==> src/rtl/led_pattern_ctrl.sv <==
// rtl/led_pattern_ctrl.sv - multi-channel LED pattern generator (static/blink/chase/breathe); breathe mode gated by LED_BREATHE_EN
module led_pattern_ctrl #(
    parameter int                 LED_NUM     = 2,
    parameter int                 CLK_FREQ    = 100_000_000,
    parameter int                 TICK_HZ     = 1000,
    parameter logic [LED_NUM-1:0] RST_PATTERN = LED_NUM'(1),
    parameter int                 RST_PERIOD  = 500
) (
    input  logic               sys_clk,
    input  logic               sys_rst_n,
    input  logic               cfg_load,
    input  logic [1:0]         mode,
    input  logic [15:0]        period,
    input  logic [LED_NUM-1:0] static_val,
    output logic [LED_NUM-1:0] led,
    output logic               tick_o
);

    localparam int            TICK_DIV   = CLK_FREQ / TICK_HZ;
    localparam int            PW         = $clog2(TICK_DIV);
    localparam logic [PW-1:0] PRESC_LAST = PW'(TICK_DIV - 1);

    localparam logic [1:0] MODE_STATIC  = 2'd0;
    localparam logic [1:0] MODE_BLINK   = 2'd1;
    localparam logic [1:0] MODE_CHASE   = 2'd2;
    localparam logic [1:0] MODE_BREATHE = 2'd3;

    logic [PW-1:0]      presc;
    logic               tick;
    logic [1:0]         mode_q;
    logic [15:0]        period_q;
    logic [LED_NUM-1:0] pat_shadow;
    logic [LED_NUM-1:0] pat_reg;
    logic [LED_NUM-1:0] pat_rot;
    logic [15:0]        step_cnt;
    logic [15:0]        step_last;
    logic               step;
    logic               phase;
    logic [LED_NUM-1:0] led_nxt;

    assign tick      = (presc == PRESC_LAST);
    assign tick_o    = tick;
    // a zero period behaves as a period of one tick
    assign step_last = (period_q == 16'd0) ? 16'd0 : period_q - 16'd1;
    assign step      = tick && (step_cnt == step_last);

    // free-running tick prescaler; cfg_load deliberately leaves it running
    always_ff @(posedge sys_clk or negedge sys_rst_n) begin
        if (!sys_rst_n) begin
            presc <= '0;
        end else if (tick) begin
            presc <= '0;
        end else begin
            presc <= presc + 1'b1;
        end
    end

    // configuration shadows and tick-to-step counter; cfg_load beats a step
    always_ff @(posedge sys_clk or negedge sys_rst_n) begin
        if (!sys_rst_n) begin
            mode_q     <= MODE_STATIC;
            period_q   <= 16'(RST_PERIOD);
            pat_shadow <= RST_PATTERN;
            step_cnt   <= '0;
        end else if (cfg_load) begin
            mode_q     <= mode;
            period_q   <= period;
            pat_shadow <= static_val;
            step_cnt   <= '0;
        end else if (step) begin
            step_cnt   <= '0;
        end else if (tick) begin
            step_cnt   <= step_cnt + 16'd1;
        end
    end

    // circular left rotate; a single LED simply holds its value
    generate
        if (LED_NUM == 1) begin : g_rot_one
            assign pat_rot = pat_reg;
        end else begin : g_rot_many
            assign pat_rot = {pat_reg[LED_NUM-2:0], pat_reg[LED_NUM-1]};
        end
    endgenerate

    // working pattern: reloaded on cfg_load, rotated on each chase step
    always_ff @(posedge sys_clk or negedge sys_rst_n) begin
        if (!sys_rst_n) begin
            pat_reg <= RST_PATTERN;
        end else if (cfg_load) begin
            pat_reg <= static_val;
        end else if (step && (mode_q == MODE_CHASE)) begin
            pat_reg <= pat_rot;
        end
    end

    // blink phase toggles once per step
    always_ff @(posedge sys_clk or negedge sys_rst_n) begin
        if (!sys_rst_n) begin
            phase <= 1'b0;
        end else if (cfg_load) begin
            phase <= 1'b0;
        end else if (step && (mode_q == MODE_BLINK)) begin
            phase <= ~phase;
        end
    end

`ifdef LED_BREATHE_EN
    logic [7:0] pwm_cnt;
    logic [7:0] duty;
    logic       dir_down;

    // free-running 8-bit PWM carrier
    always_ff @(posedge sys_clk or negedge sys_rst_n) begin
        if (!sys_rst_n) begin
            pwm_cnt <= '0;
        end else begin
            pwm_cnt <= pwm_cnt + 8'd1;
        end
    end

    // triangle duty ramp; direction flips on the step that reaches an end
    always_ff @(posedge sys_clk or negedge sys_rst_n) begin
        if (!sys_rst_n) begin
            duty     <= '0;
            dir_down <= 1'b0;
        end else if (cfg_load) begin
            duty     <= '0;
            dir_down <= 1'b0;
        end else if (step && (mode_q == MODE_BREATHE)) begin
            if (!dir_down) begin
                duty <= duty + 8'd1;
                if (duty == 8'd254) begin
                    dir_down <= 1'b1;
                end
            end else begin
                duty <= duty - 8'd1;
                if (duty == 8'd1) begin
                    dir_down <= 1'b0;
                end
            end
        end
    end
`endif

    // next LED value: a fresh config is shown immediately, otherwise follow state
    always_comb begin
        led_nxt = pat_shadow;
        if (cfg_load) begin
            led_nxt = static_val;
`ifdef LED_BREATHE_EN
            if (mode == MODE_BREATHE) begin
                led_nxt = '0;
            end
`endif
        end else begin
            case (mode_q)
                MODE_BLINK:   led_nxt = phase ? ~pat_shadow : pat_shadow;
                MODE_CHASE:   led_nxt = pat_reg;
`ifdef LED_BREATHE_EN
                MODE_BREATHE: led_nxt = (pwm_cnt < duty) ? pat_shadow : '0;
`endif
                default:      led_nxt = pat_shadow;
            endcase
        end
    end

    // registered LED drive
    always_ff @(posedge sys_clk or negedge sys_rst_n) begin
        if (!sys_rst_n) begin
            led <= '0;
        end else begin
            led <= led_nxt;
        end
    end

endmodule

==> config.mk <==
export PLATFORM = sky130hd
export DESIGN_NAME = led_pattern_ctrl
export DESIGN_NICKNAME = d
export VERILOG_FILES = /design/src/rtl/led_pattern_ctrl.sv
export SDC_FILE = /design/constraint.sdc
export NUM_CORES = 1
export LEC_CHECK = 0
export BUFFER_PORTS_ARGS = -buffer_cell sky130_fd_sc_hd__buf_2
export CORE_ASPECT_RATIO = 1.25
export CORE_MARGIN = 2
export CORE_UTILIZATION = 61
export DETAILED_ROUTE_END_ITERATION = 12
export PLACE_DENSITY_LB_ADDON = 0.1
export SLEW_MARGIN = 20
export SYNTH_ARGS = -nofsm -noshare
export SYNTH_HDL_FRONTEND = slang
export SYNTH_SLANG_ARGS = --single-unit
export TNS_END_PERCENT = 1
==> constraint.sdc <==
create_clock -name sys_clk -period 4.3 [get_ports sys_clk]
set_input_delay 0.43 -clock sys_clk [delete_from_list [all_inputs] [get_ports sys_clk]]
set_output_delay 0.43 -clock sys_clk [all_outputs]
set_load 0.02 [all_outputs]
==> reports/results.ini, run 1 <==
[power]
p_seq_frac = 0.476
p_sw_uw = 338
pwr-share-comb = 0.120
swShare = 0.264
ir_drop_mv = 0.286
p_per_area_nw_per_um2 = 315
power_leakage_nw = 1.72
total_power_mw = 1.28
clkPwrFrac = 0.405
internal_power_uw = 940

[synthesis]
synth.cell_area_um2 = 3710
synthAdderAreaFrac = 0.0169
ys_warn_count = 0
async_reset_ff_frac = 1.00
synth-simple-area-share = 0.273
syn-num-nets = 436
synth.area.mux_share = 0.0506
synth_top_family_by_area = simple AND/OR/NAND/NOR gates
synth_seq_cells = 58
synthCells = 408
postSynthAreaPerCell_um2 = 9.08
synth-edff-count = 0
synthXorXnorAreaFrac = 0.0689
synth_ff_type = dfrtp_1
synth-compound-area-share = 0.157
seq_area_frac_synth = 0.394
synth.distinct_cells = 63

[cells_and_area]
multiInputGateArea_um2 = 2100
largest_register_ff_count = 17
final_common_cell = dfrtp_1
top_regs = presc: 17 flops, period_q: 16 flops, step_cnt: 16 flops
nNetsFinal = 450
top_register = presc
regArea_um2 = 1460
area_delta_synth_final_pct = 9.39
drive_gt1_frac = 0.178
final_cell_mix = dfrtp_1, nor2_1, nand2_1, buf_2, o21ai_0
diodes = 0
fillCellCount = 446

[routing]
route.detailed.drc = 0
final_antenna_net_count = 0
vias = 3155
wirelength_um = 8290
wl_per_cell_um = 16.8
drt_iter0_markers = 226
dr.pass1.iters = 5
vias_per_cell = 6.40

[global_route]
antenna_found_initial = 0
grt-ovfl-total = 0
grt_pass1_wl_um = 14100
grt_pass1_vias = 3007
grt_max_degree = 59
grtUsageTotal = 0.271

[critical_path]
critPathCapture = step_cnt[9]
worstReg2RegStart = period_q[1]
critPathKind = register to register
cp_max_fo = 13
worstSetupStartpointType = register
r2r_end = step_cnt[9]
reg2reg_depth = 9
critPathCaptureType = register
crit_required_ns = 4.53
r2r_slack_ns = 0.47
cp-startpoint = period_q[1]
arrival_ns = 4.06

[sta]
grt_setup_unrepaired = no
worstMarginPinSlew_ns = 0.896
finalSetupTns_ns = 0
slew_headroom = 0.397
maxSlewViolCount = 0
skew_ns = 0.0119
setup_violations = 0
fin_ws_ns = 0.471
fmax_mhz = 261
period_needed_ns = 3.83
hold_viol_final = 0
finalCritPeriodShare = 0.890

[placed_design]
gp_congestion = 0.944
dp_worst_setup_slack_ns = 0.495
portBuffers = 25
dp_hpwl_um = 6000

[die]
die_width_um = 73.7
die_h_um = 91.1
num_io_pins = 26
die_area_um2 = 6720
coreArea_um2 = 5820
fp-row-count = 31
initial_core_util = 0.637

[cts]
cts_num_sinks = 58
clkTransAtPathRegs_ns = 0.07
cts_buffers = 9
cts-root-buf = clkbuf_8
clockBufferDepth = 2
cts_setup_buffers = 0
cts_resized = 0
cts_tree = done
cts_hold_buffers = 0
htree_levels = 3
worstSkewPairLatency_ns = 0.35

[run_status]
status = finished, final reports clean

[worst_hold_path]
hp-class = input pin to async pin

[run]
drv_cap = 0

-- worst min-delay path by stage --
| stage | from | endpoint | slack [ns] | cells past startpoint |
|---|---|---|---|---|
| finish | sys_rst_n | led[0] | 0.23 | 2 |
| global placement | presc[4] | presc[4] | 0.48 | 1 |
| CTS | sys_rst_n | presc[9] | 0.24 | 2 |
| floorplan | sys_rst_n | led[0] | 0.13 | 0 |
| detailed placement | presc[4] | presc[4] | 0.48 | 1 |
| global route | mode[0] | mode_q[0] | 0.27 | 3 |
-- worst max-delay path, cell delays in order, from the launching register on --
cell and delay (ns):
dfrtp_1 0.39, or4_4 0.62, or3_1 0.43, or3_1 0.38, a32oi_1 0.20, or4b_1 0.50, nor4_4 0.62, buf_4 0.27
nor2_1 0.06, a221o_1 0.25
-- stage by stage --
stage	util	std cells	hold WS (ns)	instance area, um2
after CTS	0.696	493	0.243	4050
final	0.697	493	0.232	4050
after global routing	0.697	493	0.273	4050
after global placement	0.661	477	0.479	3850
after detailed placement	0.661	477	0.481	3850
after floorplan	-	408	0.134	3710
-- per-layer routing --
metal	GRT usage	part of all wire	routed length, um
met1	0.363	0.45	3690
met4	0.142	0.026	213
met3	0.0511	0.043	357
met5	0	0	0
met2	0.410	0.49	4030
-- cells in the mapped netlist (all sizes together), types with 4 or more instances --
library cell | number | area share
a221o | 9 | 0.024
mux2 | 14 | 0.043
inv | 11 | 0.011
or4 | 9 | 0.019
nand2 | 33 | 0.033
nor2b | 4 | 0.0068
a21oi | 6 | 0.0081
o211ai | 5 | 0.010
o21ai | 23 | 0.031
a21o | 4 | 0.0081
ha | 5 | 0.017
nor4 | 11 | 0.024
or3 | 17 | 0.029
nand2b | 5 | 0.0084
nor2 | 39 | 0.040
nand3 | 19 | 0.026
nand4 | 13 | 0.022
nor3 | 11 | 0.015
dfrtp | 50 | 0.34
xor2 | 7 | 0.017
nor4b | 5 | 0.012
xnor2 | 17 | 0.040
dfstp | 8 | 0.057
a211o | 4 | 0.0095
buf | 6 | 0.0071
clkbuf | 21 | 0.021
-- cell families (layout without fill, tap and decap cells) --
group / after synthesis / in the layout
AOI/OAI and AO/OA: 80 / 80
xor gates and xnor gates: 26 / 26
adders and majority gates: 5 / 5
buffers and inverters: 38 / 57
DFF: 58 / 58
muxes: 17 / 17
and+or+nand+nor: 184 / 184
-- layout make-up --
| cell class | instances | share of cell area |
|---|---|---|
| clock buffer | 12 | 0.0383 |
| sequential | 58 | 0.360 |
| timing repair buffer | 30 | 0.0401 |
| inverter | 11 | 0.0102 |
| multi-input combinational | 312 | 0.518 |
| tap | 66 | 0.0204 |
| clock inverter | 4 | 0.0123 |
-- power groups by stage --
stage                     logic (mW)  clock network [mW]  registers [mW]
after floorplan                0.118                   0           0.599
after global placement         0.150                   0           0.615
after detailed placement       0.152                   0           0.617
after CTS                      0.153               0.525           0.607
after global routing           0.171               0.556           0.613
final                          0.153               0.517           0.608
Note: power is estimated with default switching activity, not from simulation.
==> run 2, diff against run 1 <==
- REMOVE_ABC_BUFFERS: default -> 1
==> run 2 against run 1 <==
  * Power up 9.3%
  * Worst setup slack improved by 0.19 ns
  * Sequential power hardly changed
  * Clock skew is 0.0030 ns higher
  * Die area is the same
  * Non-clock buffer count is 2 higher
  * Routed wire length up 2.4%
  * Maximum frequency rose by 5.1%
  * Sequential cell count is the same
  * First-iteration DRC count fell by 11%
  * Via count up 2.8%
  * Final cell count is 0.41% higher
  * Critical path type unchanged
  * Largest cell class unchanged
  * Largest power group is now the clock network
==> reports/results.ini, run 2 (synthesis gave the netlist of run 1 again) <==
[die]
die_area_um2 = 6720
die_width_um = 73.7
die_h_um = 91.1
initial_core_util = 0.637
num_io_pins = 26
coreArea_um2 = 5820
fp-row-count = 31

[sta]
maxSlewViolCount = 0
hold_viol_final = 0
skew_ns = 0.0149
slew_headroom = 0.325
grt_setup_unrepaired = no
finalCritPeriodShare = 0.847
period_needed_ns = 3.64
whs_ns = 0.211
finalSetupTns_ns = 0
fin_ws_ns = 0.659
fmax_mhz = 275
worstMarginPinSlew_ns = 1.01
setup_violations = 0

[cts]
cts_buffers = 9
cts_num_sinks = 58
htree_levels = 3
cts_resized = 0
clockBufferDepth = 2
cts_tree = done
cts-root-buf = clkbuf_8
clkTransAtPathRegs_ns = 0.07
cts_setup_buffers = 0
cts_hold_buffers = 0
worstSkewPairLatency_ns = 0.34

[critical_path]
crit_required_ns = 4.51
cp_max_fo = 18
reg2reg_depth = 9
arrival_ns = 3.86
critPathCaptureType = register
worstSetupStartpointType = register
r2r_slack_ns = 0.66
critPathKind = register to register

[global_route]
antenna_found_initial = 0
grtUsageTotal = 0.282
grt_pass1_vias = 3164
grt_max_degree = 59
grt-ovfl-total = 0
grt_pass1_wl_um = 14800

[cells_and_area]
stdcell_count = 495
top_register = presc
nNetsFinal = 452
largest_register_ff_count = 17
utilization = 0.706
drive_gt1_frac = 0.182
area_delta_synth_final_pct = 10.9
top_regs = presc: 17 flops, period_q: 16 flops, step_cnt: 16 flops
final_cell_mix = dfrtp_1, nor2_1, nand2_1, buf_2, o21ai_0
diodes = 0
final_common_cell = dfrtp_1
design_area_um2 = 4110
fillCellCount = 449

[routing]
wirelength_um = 8480
vias_per_cell = 6.55
wl_per_cell_um = 17.1
dr.pass1.iters = 5
route.detailed.drc = 0
vias = 3242
drt_iter0_markers = 202
final_antenna_net_count = 0

[power]
power_leakage_nw = 1.75
total_power_mw = 1.40
ir_drop_mv = 0.293
p_per_area_nw_per_um2 = 340

[worst_hold_path]
hp-class = input pin to async pin

[run]
drv_cap = 0

[run_status]
status = finished, final reports clean

[placed_design]
gp_congestion = 0.910
place_area_um2 = 3860
dp_hpwl_um = 6010
dpl.cell_count = 479
portBuffers = 25
dp_worst_setup_slack_ns = 0.683

-- run 2: cell count changes in the layout (fill, tap and decap cells not counted) --
| cell | before | now |
|---|---|---|
| inv_6 | 0 | 2 |
| nor2_1 | 37 | 38 |
| clkinvlp_4 | 2 | 1 |
| nor2_2 | 2 | 1 |
| clkbuf_1 | 1 | 0 |
| buf_4 | 5 | 7 |
| bufinv_16 | 1 | 3 |
| clkbuf_8 | 11 | 9 |
| clkinv_4 | 0 | 1 |
| clkinv_2 | 1 | 0 |
-- run 2: report_power, final --
group / total (mW) / leakage, nW / internal, mW / switching [mW]
Combinational: 0.157 / 0.892 / 0.0691 / 0.0876
Sequential: 0.609 / 0.737 / 0.573 / 0.0353
Clock: 0.631 / 0.120 / 0.390 / 0.241
-- run 2: final cells by class --
type / instances / area [um2] / share of cell area
multi-input cells: 312 / 2100 / 0.511
flip-flops and latches: 58 / 1460 / 0.356
well taps: 66 / 82.6 / 0.0201
clock inverters: 7 / 124 / 0.0301
repair buffers: 32 / 178 / 0.0432
inverters: 11 / 41.3 / 0.0100
clock buffers: 9 / 124 / 0.0301
-- run 2: worst max-delay path, cell delays in order (launching register included) --
cell	delay, ns
dfrtp_1	0.41
or4_4	0.61
or3_1	0.42
or3_1	0.38
a32oi_1	0.19
or4b_1	0.50
nor4_4	0.28
buf_4	0.27
nor2_2	0.14
a221o_1	0.33
-- run 2: final timing paths --
kind | from | endpoint
hold / removal | sys_rst_n | step_cnt[11]
setup reg to reg | period_q[0] | step_cnt[5]
hold reg to reg | presc[0] | presc[0]
max in group asynchronous | sys_rst_n | presc[1]
setup / recovery | period_q[0] | step_cnt[5]
min in group sys_clk | mode[1] | mode_q[1]
-- run 2: layer usage --
layer | global-route usage | routed length, um
met1 | 0.390 | 3800
met2 | 0.432 | 4090
met3 | 0.0466 | 394
met4 | 0.118 | 201
met5 | 0 | 0
==> run 3, diff against run 2 <==
- ABC_AREA: default -> 1
- CORE_UTILIZATION: 61 -> 55
- clock period: 4.3 -> 3 ns (I/O delays scaled with it)
==> run 3 against run 2 <==
  * Synthesized cell count is 33% higher
  * Area after synthesis is 1.4% higher
  * First-iteration DRC count is 9.9% lower
  * Count of clock-buffer cells in the layout is 5 higher
  * Non-clock buffer count is 3 lower
  * Sequential power is 40% higher
  * Worst setup slack worse by 0.20 ns
  * Routed wire length is 0.17% higher
  * Design area is 2.1% higher
  * Global-route usage is 3.3 points lower
  * Final cell count is 34% higher
  * Register-to-register slack worse by 0.20 ns
  * Largest cell class unchanged
  * Highest routed layer unchanged
==> reports/results.ini, run 3 <==
[run_status]
status = finished, final reports clean

[cells_and_area]
final_common_cell = nand2_1
final_cell_mix = nand2_1, inv_1, nor2_1, nand3_1, dfrtp_1
nNetsFinal = 599
diodes = 0
area_delta_synth_final_pct = 11.7
design_area_um2 = 4200
utilization = 0.635
top_regs = presc: 17 flops, period_q: 16 flops, step_cnt: 16 flops
top_register = presc
drive_gt1_frac = 0.122
fillCellCount = 618
largest_register_ff_count = 17

[global_route]
grt_pass1_wl_um = 14600
antenna_found_initial = 0
grt_pass1_vias = 3322
grtUsageTotal = 0.248
grt_max_degree = 44
grt-ovfl-total = 0

[die]
die_h_um = 96.4
die_width_um = 77.9
initial_core_util = 0.569
die_area_um2 = 7520
coreArea_um2 = 6610
fp-row-count = 33
num_io_pins = 26

[critical_path]
reg2reg_depth = 14
arrival_ns = 2.75
worstSetupStartpointType = register
cp_max_fo = 34
cp_slowest_cell = ha_1
path_cells = clkinv_1 -> ha_1 -> nand2_2 -> nor2_4 -> nand2_4 -> nand2_1 -> nand2_1 -> nand3_1 -> nor2_1 -> nand3_1 -> nor2_4 -> nand2_4 -> nand3b_1 -> o21ai_0
cp_slowest_stage_delay_ns = 0.35
critPathBufInv = 1
crit_family = simple AND/OR/NAND/NOR gates
crit_required_ns = 3.21
cp.depth = 14
critPathKind = register to register
critPathCaptureType = register

[synthesis]
synth-edff-count = 0
synth_seq_cells = 58
ys_warn_count = 0
netlist.area_leader.share = 0.333
synthTopCellsByArea = dfrtp_1, nand2_1, nand3_1
synth_ff_type = dfrtp_1
async_reset_ff_frac = 1.00
seq_area_frac_synth = 0.389
yosysTopAreaCell = dfrtp_1
postSynthAreaPerCell_um2 = 6.95
synth.cell_area_um2 = 3760
yosysMostFrequentCell = nand2_1
synth_common_cells = nand2_1, inv_1, nor2_1, nand3_1, dfrtp_1
synth.distinct_cells = 32
synthCells = 541

[cts]
cts_buffers = 9
clkTransAtPathRegs_ns = 0.07
clockBufferDepth = 2
cts_num_sinks = 58
cts_setup_buffers = 0
worstSkewPairLatency_ns = 0.34
htree_levels = 3
cts-root-buf = clkbuf_8
cts_tree = done

[placed_design]
portBuffers = 25
place_area_um2 = 3950
gp_congestion = 0.970
dp_hpwl_um = 6350

[routing]
vias = 3489
vias_per_cell = 5.26
met1_length_um = 3820
wl_met2_um = 4180
dr.pass1.iters = 5
routed.top_layer = met4
wl_met3_um = 278
wirelength_um = 8500
drt_iter0_markers = 182
wl_per_cell_um = 12.8
final_antenna_net_count = 0
route.detailed.drc = 0

[sta]
finalSetupTns_ns = 0
hold_viol_final = 0
finalCritPeriodShare = 0.847
setup_violations = 0
slew_headroom = 0.643
skew_ns = 0.00859
period_needed_ns = 2.54
worstMarginPinSlew_ns = 0.531
maxSlewViolCount = 0
fmax_mhz = 394
grt_setup_unrepaired = no

[power]
ir_drop_mv = 0.378
power_leakage_nw = 2.04
p_per_area_nw_per_um2 = 467

[worst_hold_path]
hold_depth = 3
hp-class = input pin to register

[run]
drv_cap = 0

run 3: cell count changes after synthesis, sizes merged, moves of 14 or more:
cell | previous run | this run
nand2 | 33 | 164
inv | 11 | 66
nand3 | 19 | 53
nor2 | 39 | 71
o21ai | 23 | 46
or3 | 17 | 0
xnor2 | 17 | 1
clkbuf | 21 | 6
mux2 | 14 | 0
run 3: logic make-up after synthesis:
| logic type | Yosys count | share of synthesized area |
|---|---|---|
| compound gates | 64 | 0.0875 |
| buf+inv | 77 | 0.0832 |
| simple gates | 321 | 0.386 |
| xor+xnor | 16 | 0.0373 |
| fa+ha+maj | 5 | 0.0166 |
| flops | 58 | 0.389 |
run 3: area by class of cell:
type / count / area, um2 / share of cell area
repair buffers: 29 / 158 / 0.0376
flip-flops and latches: 58 / 1460 / 0.348
clock inverters: 2 / 60.1 / 0.0143
multi-input cells: 406 / 1980 / 0.473
inverters: 67 / 251 / 0.0599
well taps: 87 / 109 / 0.0259
clock buffers: 14 / 173 / 0.0411
run 3: worst reg2reg max path: cells and delay by family (launching register included):
kind | cells | cell delay (ns)
and+or+nand+nor | 11 | 1.46
adders and majority gates | 1 | 0.35
DFF | 1 | 0.33
buffers and inverters | 1 | 0.18
AOI/OAI and AO/OA | 1 | 0.09
run 3: report_power, final:
part | total (mW) | internal (mW) | switching [mW] | leakage, nW
Sequential | 0.850 | 0.821 | 0.0297 | 0.740
Combinational | 0.258 | 0.0872 | 0.171 | 1.18
Clock | 0.851 | 0.537 | 0.314 | 0.117
run 3: final timing paths:
path / startpoint / to / slack (ns)
setup / recovery: period_q[0] / step_cnt[12] / 0.46
setup reg to reg: period_q[0] / step_cnt[12] / 0.46
hold reg to reg: presc[0] / presc[0] / 0.46
hold / removal: period[11] / period_q[11] / 0.16
max in group asynchronous: sys_rst_n / period_q[8] / 1.75
min in group asynchronous: sys_rst_n / presc[6] / 0.39
run 3: per-layer routing:
metal	global-route usage	vias up
met3	0.0335	17
met5	0	-
met2	0.431	70
met1	0.294	1601
li1	-	1801
met4	0.154	0
run 3: repair_timing:
item | 4_1_cts | 5_1_grt
hold buffers | 1 | 0
endpoints found under the hold margin | 14 | 0
resized for setup | 0 | 0
run 3: per-stage QoR:
step	total power [mW]	std cells	hold WS, ns	setup WS (ns)
floorplan	1.03	531	0.00441	0.808
global placement	1.11	646	0.226	0.575
detailed placement	1.12	646	0.229	0.462
CTS	1.98	663	0.145	0.451
global route	2.05	663	0.169	0.199
finish	1.96	663	0.158	0.459
